## src/rtl/div.sv

```systemverilog
// Radix-2 restoring 32-bit divider for DIV/DIVU; result {remainder, quotient}.
// Latency 33 edges after acceptance (divide-by-zero: 2); result held while start_i stays high.
module div #(
  parameter int DATA_W = 32
) (
  input  logic                  clk,
  input  logic                  rst,
  input  logic                  signed_div_i,
  input  logic [DATA_W-1:0]     opdata1_i,
  input  logic [DATA_W-1:0]     opdata2_i,
  input  logic                  start_i,
  input  logic                  annul_i,
  output logic [2*DATA_W-1:0]   result_o,
  output logic                  ready_o
);

  localparam logic [1:0] S_FREE   = 2'b00;
  localparam logic [1:0] S_BYZERO = 2'b01;
  localparam logic [1:0] S_ON     = 2'b10;
  localparam logic [1:0] S_END    = 2'b11;

  localparam int                CNT_W    = $clog2(DATA_W + 1);
  localparam logic [CNT_W-1:0]  CNT_LAST = CNT_W'(DATA_W);

  logic [1:0]            state_q, state_d;
  logic [CNT_W-1:0]      cnt_q, cnt_d;
  logic                  signed_q, signed_d;
  logic                  quo_neg_q, quo_neg_d;
  logic                  rem_neg_q, rem_neg_d;
  logic [DATA_W-1:0]     dividend_q, dividend_d;
  logic [DATA_W-1:0]     divisor_q, divisor_d;
  logic [DATA_W-1:0]     rem_q, rem_d;
  logic [2*DATA_W-1:0]   result_q, result_d;
  logic                  ready_q, ready_d;

  logic [DATA_W-1:0]     op1_mag, op2_mag;
  logic [DATA_W:0]       shift_rem;
  logic [DATA_W+1:0]     trial;
  logic                  take;
  logic [DATA_W-1:0]     quo_fix, rem_fix;
  logic                  trial_unused;

  // Magnitudes only for signed operands; 0x80000000 maps onto itself, which is
  // exactly its unsigned magnitude.
  always_comb begin
    op1_mag = (signed_div_i && opdata1_i[DATA_W-1]) ? -opdata1_i : opdata1_i;
    op2_mag = (signed_div_i && opdata2_i[DATA_W-1]) ? -opdata2_i : opdata2_i;
  end

  // One restoring step: the dividend register shifts its MSB into the partial
  // remainder and collects quotient bits at its LSB. A kept difference is always
  // below the divisor, so it fits DATA_W bits.
  always_comb begin
    shift_rem = {rem_q, dividend_q[DATA_W-1]};
    trial     = {1'b0, shift_rem} - {2'b00, divisor_q};
    take      = ~trial[DATA_W+1];
    quo_fix   = (signed_q && quo_neg_q) ? -dividend_q : dividend_q;
    rem_fix   = (signed_q && rem_neg_q) ? -rem_q : rem_q;
  end

  assign trial_unused = trial[DATA_W];

  always_comb begin
    state_d    = state_q;
    cnt_d      = cnt_q;
    signed_d   = signed_q;
    quo_neg_d  = quo_neg_q;
    rem_neg_d  = rem_neg_q;
    dividend_d = dividend_q;
    divisor_d  = divisor_q;
    rem_d      = rem_q;
    result_d   = result_q;
    ready_d    = ready_q;

    case (state_q)
      S_FREE: begin
        ready_d  = 1'b0;
        result_d = '0;
        if (start_i && !annul_i) begin
          if (opdata2_i == '0) begin
            state_d = S_BYZERO;
          end else begin
            state_d    = S_ON;
            signed_d   = signed_div_i;
            dividend_d = op1_mag;
            divisor_d  = op2_mag;
            quo_neg_d  = opdata1_i[DATA_W-1] ^ opdata2_i[DATA_W-1];
            rem_neg_d  = opdata1_i[DATA_W-1];
            rem_d      = '0;
            cnt_d      = '0;
          end
        end
      end

      S_BYZERO: begin
        state_d  = S_END;
        result_d = '0;
        ready_d  = 1'b0;
      end

      S_ON: begin
        if (annul_i) begin
          state_d  = S_FREE;
          ready_d  = 1'b0;
          result_d = '0;
        end else if (cnt_q != CNT_LAST) begin
          rem_d      = take ? trial[DATA_W-1:0] : shift_rem[DATA_W-1:0];
          dividend_d = {dividend_q[DATA_W-2:0], take};
          cnt_d      = cnt_q + CNT_W'(1);
        end else begin
          state_d  = S_END;
          result_d = {rem_fix, quo_fix};
          ready_d  = 1'b1;
        end
      end

      S_END: begin
        if (!start_i || annul_i) begin
          state_d  = S_FREE;
          ready_d  = 1'b0;
          result_d = '0;
        end else begin
          // Divide-by-zero arrives here with ready low and publishes its zero
          // result one edge after entry; the normal path is already ready.
          ready_d = 1'b1;
        end
      end

      default: begin
        state_d  = S_FREE;
        ready_d  = 1'b0;
        result_d = '0;
      end
    endcase
  end

  always_ff @(posedge clk) begin
    if (rst) begin
      state_q    <= S_FREE;
      cnt_q      <= '0;
      signed_q   <= 1'b0;
      quo_neg_q  <= 1'b0;
      rem_neg_q  <= 1'b0;
      dividend_q <= '0;
      divisor_q  <= '0;
      rem_q      <= '0;
      result_q   <= '0;
      ready_q    <= 1'b0;
    end else begin
      state_q    <= state_d;
      cnt_q      <= cnt_d;
      signed_q   <= signed_d;
      quo_neg_q  <= quo_neg_d;
      rem_neg_q  <= rem_neg_d;
      dividend_q <= dividend_d;
      divisor_q  <= divisor_d;
      rem_q      <= rem_d;
      result_q   <= result_d;
      ready_q    <= ready_d;
    end
  end

  assign result_o = result_q;
  assign ready_o  = ready_q;

endmodule
```

## config.mk

```make
export PLATFORM = sky130hd
export DESIGN_NAME = div
export DESIGN_NICKNAME = d
export VERILOG_FILES = /design/src/rtl/div.sv
export SDC_FILE = /design/constraint.sdc
export NUM_CORES = 1
export LEC_CHECK = 0
export BUFFER_PORTS_ARGS = -buffer_cell sky130_fd_sc_hd__clkbuf_2
export CAP_MARGIN = 0
export CORE_MARGIN = 4
export CORE_UTILIZATION = 55
export CTS_BUF_LIST = sky130_fd_sc_hd__clkbuf_2
export DETAILED_ROUTE_END_ITERATION = 8
export GPL_TIMING_DRIVEN = 0
export PLACE_DENSITY = 0.76
export REMOVE_ABC_BUFFERS = 1
export SYNTH_ARGS = -nofsm -noshare
export SYNTH_HDL_FRONTEND = slang
export SYNTH_SLANG_ARGS = --single-unit
```

## constraint.sdc

```tcl
create_clock -name clk -period 4.15 [get_ports clk]
set_clock_uncertainty 0.2 [all_clocks]
set_input_delay 0.6225 -clock clk [delete_from_list [all_inputs] [get_ports clk]]
set_output_delay 0.6225 -clock clk [all_outputs]
set_load 0.005 [all_outputs]
```

==> results of run 1 <==
[cells by family (layout without fill, tap and decap cells)]
logic type | after synthesis | count (layout) | share of synthesized area (%)
xor+xnor | 147 | 147 | 12.19
simple gates | 472 | 472 | 20.85
fa+ha+maj | 39 | 39 | 4.693
flops | 172 | 172 | 32.61
mux | 7 | 7 | 0.6637
buf+inv | 131 | 265 | 4.835
compound gates | 399 | 399 | 24.15
[routing by layer]
layer  vias up  wire (µm)  track usage, %
met1      4772      12860           34.51
met5         -          0               0
met3        52       1241           3.786
li1       5083          -               -
met4         0        701           8.137
met2       260      13190           42.81
[worst max-delay path: cells and delay by family]
kind,cells,cell delay (ns)
buffers and inverters,3,0.88
AND/OR/NAND/NOR,5,1.95
AO/OA/AOI/OAI,3,0.72
[path summary, 6_finish.rpt]
path,startpoint,endpoint
worst min-delay path,opdata2_i[7],divisor_q[7]$_SDFFE_PP0P_
worst min register to register,divisor_q[16]$_SDFFE_PP0P_,divisor_q[16]$_SDFFE_PP0P_
worst max-delay path,opdata2_i[4],dividend_q[31]$_SDFFE_PP0P_
worst max register to register,divisor_q[1]$_SDFFE_PP0P_,rem_q[5]$_SDFFE_PP0P_
[timing repair]
action                                  4_1_cts  5_1_grt
hold buffers                                 30        3
hold endpoints to repair                     30        3
endpoints found under the setup margin        0       20
gates resized for setup                       0        1
setup buffers                                 0        2
[metrics by stage]
step / worst slack (ns) / cells / util, %
final: 0.4126 / 1735 / 63.95
after detailed placement: -0.7071 / 1668 / 60.82
after floorplan: -0.6569 / 1292 / -
after global placement: -2.948 / 1659 / 59.76
after global routing: 0.1074 / 1735 / 63.95
after CTS: 0.01293 / 1730 / 63.67
[cells in the mapped netlist (all sizes together), types with 23 or more instances]
cell    count
xnor2      73
xor2       74
nor3       42
a211oi     36
inv        56
a21oi     116
o21ai     105
nand2     132
dfxtp     172
nor2      194
ha         38
a22oi      33
clkbuf     58
a221oi     23
[power breakdown]
| part | internal, mW | switching [mW] | total, mW |
|---|---|---|---|
| logic | 0.292 | 0.410 | 0.702 |
| clock network | 0.279 | 0.620 | 0.899 |
| registers | 1.70 | 0.0434 | 1.75 |
| total | 2.27 | 1.07 | 3.35 |
[state kept, by name, indices dropped and copies added, names as in the netlist, 2 cells and up]
name	cells
cnt_q	6
rem_q	32
state_q	2
dividend_q	32
divisor_q	32
result_o	64
[final cells by class]
cell class,instances,share of cell area [%]
flip-flops and latches,172,28.69
clock inverters,14,1.209
repair buffers,177,9.769
well taps,234,2.440
inverters,56,1.751
clock buffers,18,0.7506
multi-input cells,1064,55.39
==> summary.md, run 1 <==
| Metric | Value |
|---|---|
| Post-synth cell types | `63` |
| Multi-input logic area | `6648 µm²` |
| CP max stage cell | `nor4_2` |
| Clock buffer depth | `2` |
| Post-route ant nets | `0` |
| Setup violations, final | `0` |
| Share of cells above drive strength 1 | `between 10% and 20%` |
| Critical path type | `in2reg` |
| Initial Utilization | `56.25%` |
| Layout area overhead | `13.68%` |
| R2r worst-path depth | `11` |
| CTS tree | `yes` |
| Hold Fails Final Rpt | `0` |
| CP startpoint kind | `input pin` |
| Fill count | `1,723` |
| Inserted Clock Buffers | `17` |
| Io pins | `134` |
| Final Cycle Share | `90.06%` |
| Total power | `between 3 and 4 mW` |
| Top_reg_cell synth | `dfxtp_1` |
| DP HPWL | `20.84 mm` |
| Initial antenna violation count | `0` |
| Async S/R FF share, synth | `0%` |
| Overflow after GRT | `0` |
| GRT Overall Usage | `about a quarter` |
| Largest net degree at the start of global routing | `83` |
| Sequential fraction of the synthesis area | `32.61%` |
| RSZ-0062 raised after global routing | `false` |
| Antenna diodes | `0` |
| Final hold slack | `0.04762 ns` |
| Final Slew Violations | `0` |
| Initial DRT Pass Iterations | `5` |
| Min Tclk post-route | `3.737 ns` |
| Routed WL per cell | `16.14 µm` |
| Vias in the first global route | `9,367` |
| Clk pin slew, worst setup/hold paths | `0.24 ns` |
| Setup TNS | `0 ns` |
| First-pass GRT wire length | `46.40 mm` |
| Post-synth EDFFs | `0` |
| Placed cell area | `11,410 µm²` |
| Syn. warnings | `0` |
| CP Data Required Time | `4.61 ns` |
| CP cell instances | `dlygate4sd3_1, clkbuf_2, nor2_1, nand3b_1, nor4_2, a211oi_1, nor2b_4, buf_16, nor2_4, a311oi_1, a211oi_1` |
| Avg Cell Area, Syn | `7.723 µm²` |
| H-tree levels | `4` |
| Placer Congestion | `0.9331` |
| Input/output buffers | `133` |
| Status | `completed` |
| Commonest non-fill, non-tap cell in the layout | `nor2_1` |
| Total core area | `18,770 µm²` |
| Row count | `50` |
| Area leader, netlist | `dfxtp_1` |
| Worst hold stages | `4` |
| Max Cap Viol | `0` |
| Area fraction of the dominant cell type after synthesis | `between 30% and 40%` |
| Drt total wl | `between 20 and 30 mm` |
| Vias | `10,170` |
| Mapped Cells | `1,367` |
| Most frequent cells in the layout | `nor2_1 (192), dfxtp_1 (172), clkbuf_2 (150), nand2_1 (132), a21oi_1 (115)` |
| Die area | `approximately 21,000 µm²` |
| DRC Markers | `0` |
| Maximum clock rate | `0.2676 GHz` |
| Clk sink count | `approximately 170` |
| Via density | `5.860` |
| Clock Latency Late Sink | `roughly 0.76 ns` |
| CP Data Arrival Time | `4.20 ns` |
| Pwr Density | `approximately 280 nW/µm²` |
| DR iter-0 viols | `814` |
| Cell repeated most along the worst path | `a211oi_1` |
| Register area | `3443 µm²` |
| Nets@finish | `1,596` |
| Leak pwr | `about 4.8 nW` |
| Yosys reg bits | `172` |
| Max incr delay on CP | `0.64 ns` |
| Crit Path Max Fanout | `34` |
| R2r setup slk | `between 0.4 and 0.5 ns` |
| Die Wd | `~150 µm` |
| Die Y | `146.6 µm` |
| Maximum VDD drop | `between 0.00015 and 0.0002 V` |
| Final instance area | `12,000 µm²` |
| Slew at the pin closest to its max-slew limit | `1.203 ns` |
| Ranking of synthesized cells by area | `dfxtp_1 (33%), nor2_1 (6.9%), xor2_1 (6.1%), xnor2_1 (6.1%), a21oi_1 (5.5%)` |
| Max_slew headroom | `19.47%` |
| Crit. End Element | `flop` |
| Synth Cell Area | `10,560 µm²` |
| Hold Crit Class | `in2reg` |
| Clock Tree Root | `clkbuf_2` |
No activity file was read; power rests on OpenSTA's default activity.
==> inputs of run 2 (changes only) <==
Clock period 4.15 ns to 4.2 ns, I/O delays scaled along.
==> run 2 against run 1 <==
Worst setup slack improved by 0.0083 ns; critical path depth fell by 1; via count fell by 0.26%; sequential share of layout area rose by 0.096 points; final area fell by 0.33%; count of clock-buffer cells in the layout did not move; die area did not move; critical endpoint unchanged; largest power group unchanged.
==> summary.md, run 2 (synthesis results as in run 1) <==
| Metric | Value |
|---|---|
| Hold Crit Class | `in2reg (unchanged)` |
| Most frequent cells in the layout | `nor2_1 (192), dfxtp_1 (172), clkbuf_2 (150), nand2_1 (132), a21oi_1 (115) (unchanged)` |
| Die area | `21,480 µm² (unchanged)` |
| Clk sink count | `172 (unchanged)` |
| Total power | `3.306 mW (was 3.347 mW)` |
| Row count | `50 (unchanged)` |
| CTS tree | `yes (unchanged)` |
| Final Slew Violations | `0 (unchanged)` |
| Maximum VDD drop | `0.0001762 V (was 0.0001794 V)` |
| Critical Path Sink | `dividend_q[31]$_SDFFE_PP0P_ (unchanged)` |
| Setup violations, final | `0 (unchanged)` |
| Crit. Startpoint | `opdata2_i[17] (was opdata2_i[4])` |
| CP Data Required Time | `4.66 ns (was 4.61 ns)` |
| Max Cap Viol | `0 (unchanged)` |
| Largest register FFs | `64 (unchanged)` |
| H-tree levels | `4 (unchanged)` |
| Pre-CTS WS | `-0.6646 ns (was -0.7071 ns)` |
| CP startpoint kind | `input pin (unchanged)` |
| Input/output buffers | `133 (unchanged)` |
| Maximum clock rate | `0.2646 GHz` |
| Reg2reg start | `divisor_q[1]$_SDFFE_PP0P_ (unchanged)` |
| Layout area overhead | `13.30% (was 13.68%)` |
| DP HPWL | `20.84 mm (unchanged)` |
| Hold Fails Final Rpt | `0 (unchanged)` |
| Post-route ant nets | `0 (unchanged)` |
| Min Tclk post-route | `3.779 ns` |
| Multi-input logic area | `6648 µm² (unchanged)` |
| FF-to-FF End | `rem_q[5]$_SDFFE_PP0P_ (unchanged)` |
| Clock buffer depth | `2 (unchanged)` |
| Initial Utilization | `56.25% (unchanged)` |
| Final hold slack | `0.02696 ns (was 0.04762 ns)` |
| Overflow after GRT | `0 (unchanged)` |
| Max_slew headroom | `21.61% (was 19.47%)` |
| Register area | `3443 µm² (unchanged)` |
| Max incr delay on CP | `0.62 ns (was 0.64 ns)` |
| First-pass GRT wire length | `46.21 mm (was 46.40 mm)` |
| Fin worst setup slack | `0.4210 ns (was 0.4126 ns)` |
| Die Wd | `146.6 µm (unchanged)` |
| DRC Markers | `0 (unchanged)` |
| Inserted Clock Buffers | `17 (unchanged)` |
| Total core area | `18,770 µm² (unchanged)` |
| Slew at the pin closest to its max-slew limit | `1.171 ns (was 1.203 ns)` |
| Largest net degree at the start of global routing | `83 (unchanged)` |
| Status | `completed (unchanged)` |
| Clk pin slew, worst setup/hold paths | `0.26 ns (was 0.24 ns)` |
| Cell repeated most along the worst path | `a211oi_1 (unchanged)` |
| Via density | `5.858 (was 5.860)` |
| Placer Congestion | `0.9331 (unchanged)` |
| Vias | `10,140 (was 10,170)` |
| Initial DRT Pass Iterations | `5 (unchanged)` |
| Drt total wl | `27.87 mm (was 28.00 mm)` |
| Crit Path Max Fanout | `34 (unchanged)` |
| CP cell instances | `dlygate4sd3_1, clkbuf_2, or4_1, nor4_2, a211oi_1, nor2b_4, buf_16, nor2_4, a311oi_1, a211oi_1 (was dlygate4sd3_1, clkbuf_2, nor2_1, nand3b_1, nor4_2, a211oi_1, nor2b_4, buf_16, nor2_4, a311oi_1, a211oi_1)` |
| CP max stage cell | `or4_1 (was nor4_2)` |
| Crit path max-delay family | `simple AND/OR/NAND/NOR gates (unchanged)` |
| Fill count | `1,727 (was 1,723)` |
| Nets@finish | `1,592 (was 1,596)` |
| R2r setup slk | `0.47 ns (was 0.44 ns)` |
| Vias in the first global route | `9,306 (was 9,367)` |
| Pwr Density | `276.4 nW/µm² (was 278.9 nW/µm²)` |
| Antenna diodes | `0 (unchanged)` |
| Commonest non-fill, non-tap cell in the layout | `nor2_1 (unchanged)` |
| Crit. End Element | `flop (unchanged)` |
| Leak pwr | `4.762 nW (was 4.779 nW)` |
| Routed WL per cell | `16.10 µm (was 16.14 µm)` |
| Final Cycle Share | `89.98%` |
| Clock Tree Root | `clkbuf_2 (unchanged)` |
| RSZ-0062 raised after global routing | `false (unchanged)` |
| Worst hold start | `opdata2_i[27] (was opdata2_i[7])` |
| DR iter-0 viols | `817 (was 814)` |
| Clock Latency Late Sink | `0.75 ns (was 0.76 ns)` |
| GRT Overall Usage | `25.63% (was 25.71%)` |
| Levels on crit path | `10 (was 11)` |
| Die Y | `146.6 µm (unchanged)` |
| Share of cells above drive strength 1 | `13.43% (was 13.39%)` |
| Initial antenna violation count | `0 (unchanged)` |
| CP Data Arrival Time | `4.24 ns (was 4.20 ns)` |
| Io pins | `134 (unchanged)` |
| R2r worst-path depth | `11 (unchanged)` |
| Bufs and invs on worst path | `3 (unchanged)` |
| Critical path type | `in2reg (unchanged)` |
==> run 2: cell types whose count changed in the layout (fill, tap and decap cells not counted) <==
| cell | previous run | this run |
|---|---|---|
| dlygate4sd3_1 | 33 | 29 |
==> run 2: worst min-delay path by stage <==
stage | end | slack [ns] | cells after the start
floorplan | divisor_q[16]$_SDFFE_PP0P_ | 0.23 | 2
global placement | result_o[15]$_SDFFE_PP0P_ | 0.23 | 2
detailed placement | result_o[14]$_SDFFE_PP0P_ | 0.24 | 2
CTS | divisor_q[13]$_SDFFE_PP0P_ | 0.002 | 4
global route | divisor_q[12]$_SDFFE_PP0P_ | 0.002 | 4
finish | divisor_q[27]$_SDFFE_PP0P_ | 0.03 | 3
==> run 2: report_power, final <==
group / switching [mW] / internal (mW)
combinational: 0.405 / 0.286
sequential: 0.0428 / 1.68
clock: 0.615 / 0.275
total: 1.06 / 2.24
==> run 2: layout make-up <==
cell class	count	area share, %
multi-input cells	1064	55.58
inverters	56	1.757
repair buffers	173	9.467
clock inverters	14	1.213
clock buffers	18	0.7531
flip-flops and latches	172	28.79
well taps	234	2.448
==> run 2: per-layer routing <==
| metal | global-route usage [%] | share of wire (%) |
|---|---|---|
| met1 | 34.51 | 46 |
| met2 | 42.58 | 47 |
| met3 | 3.724 | 4.9 |
| met4 | 8.090 | 2.4 |
| met5 | 0 | 0 |
==> run 2: through the flow <==
step | util, % | instance area (µm²) | cells | setup TNS, ns
final | 63.73 | 11960 | 1731 | 0
after global routing | 63.73 | 11960 | 1731 | 0
after CTS | 63.46 | 11910 | 1726 | 0
after detailed placement | 60.82 | 11410 | 1668 | -14.57
after global placement | 59.76 | 11220 | 1659 | -323.55
after floorplan | - | 10260 | 1292 | -27.38
==> run 2: worst register-to-register path: stages (launching register included) <==
cell	delay, ns
dfxtp_1	0.47
inv_1	0.07
ha_1	0.28
nor2b_1	0.14
o31ai_1	0.38
a21oi_1	0.25
a311oi_2	0.55
o21a_1	0.36
o31a_2	0.54
nand2_1	0.12
o31a_1	0.12
o21ai_0	0.18
==> run 2: repair_timing <==
action,4_1_cts,5_1_grt
hold buffers,26,3
endpoints found under the setup margin,0,20
buffers inserted,0,2
hold endpoints to repair,25,3
gates resized for setup,0,1
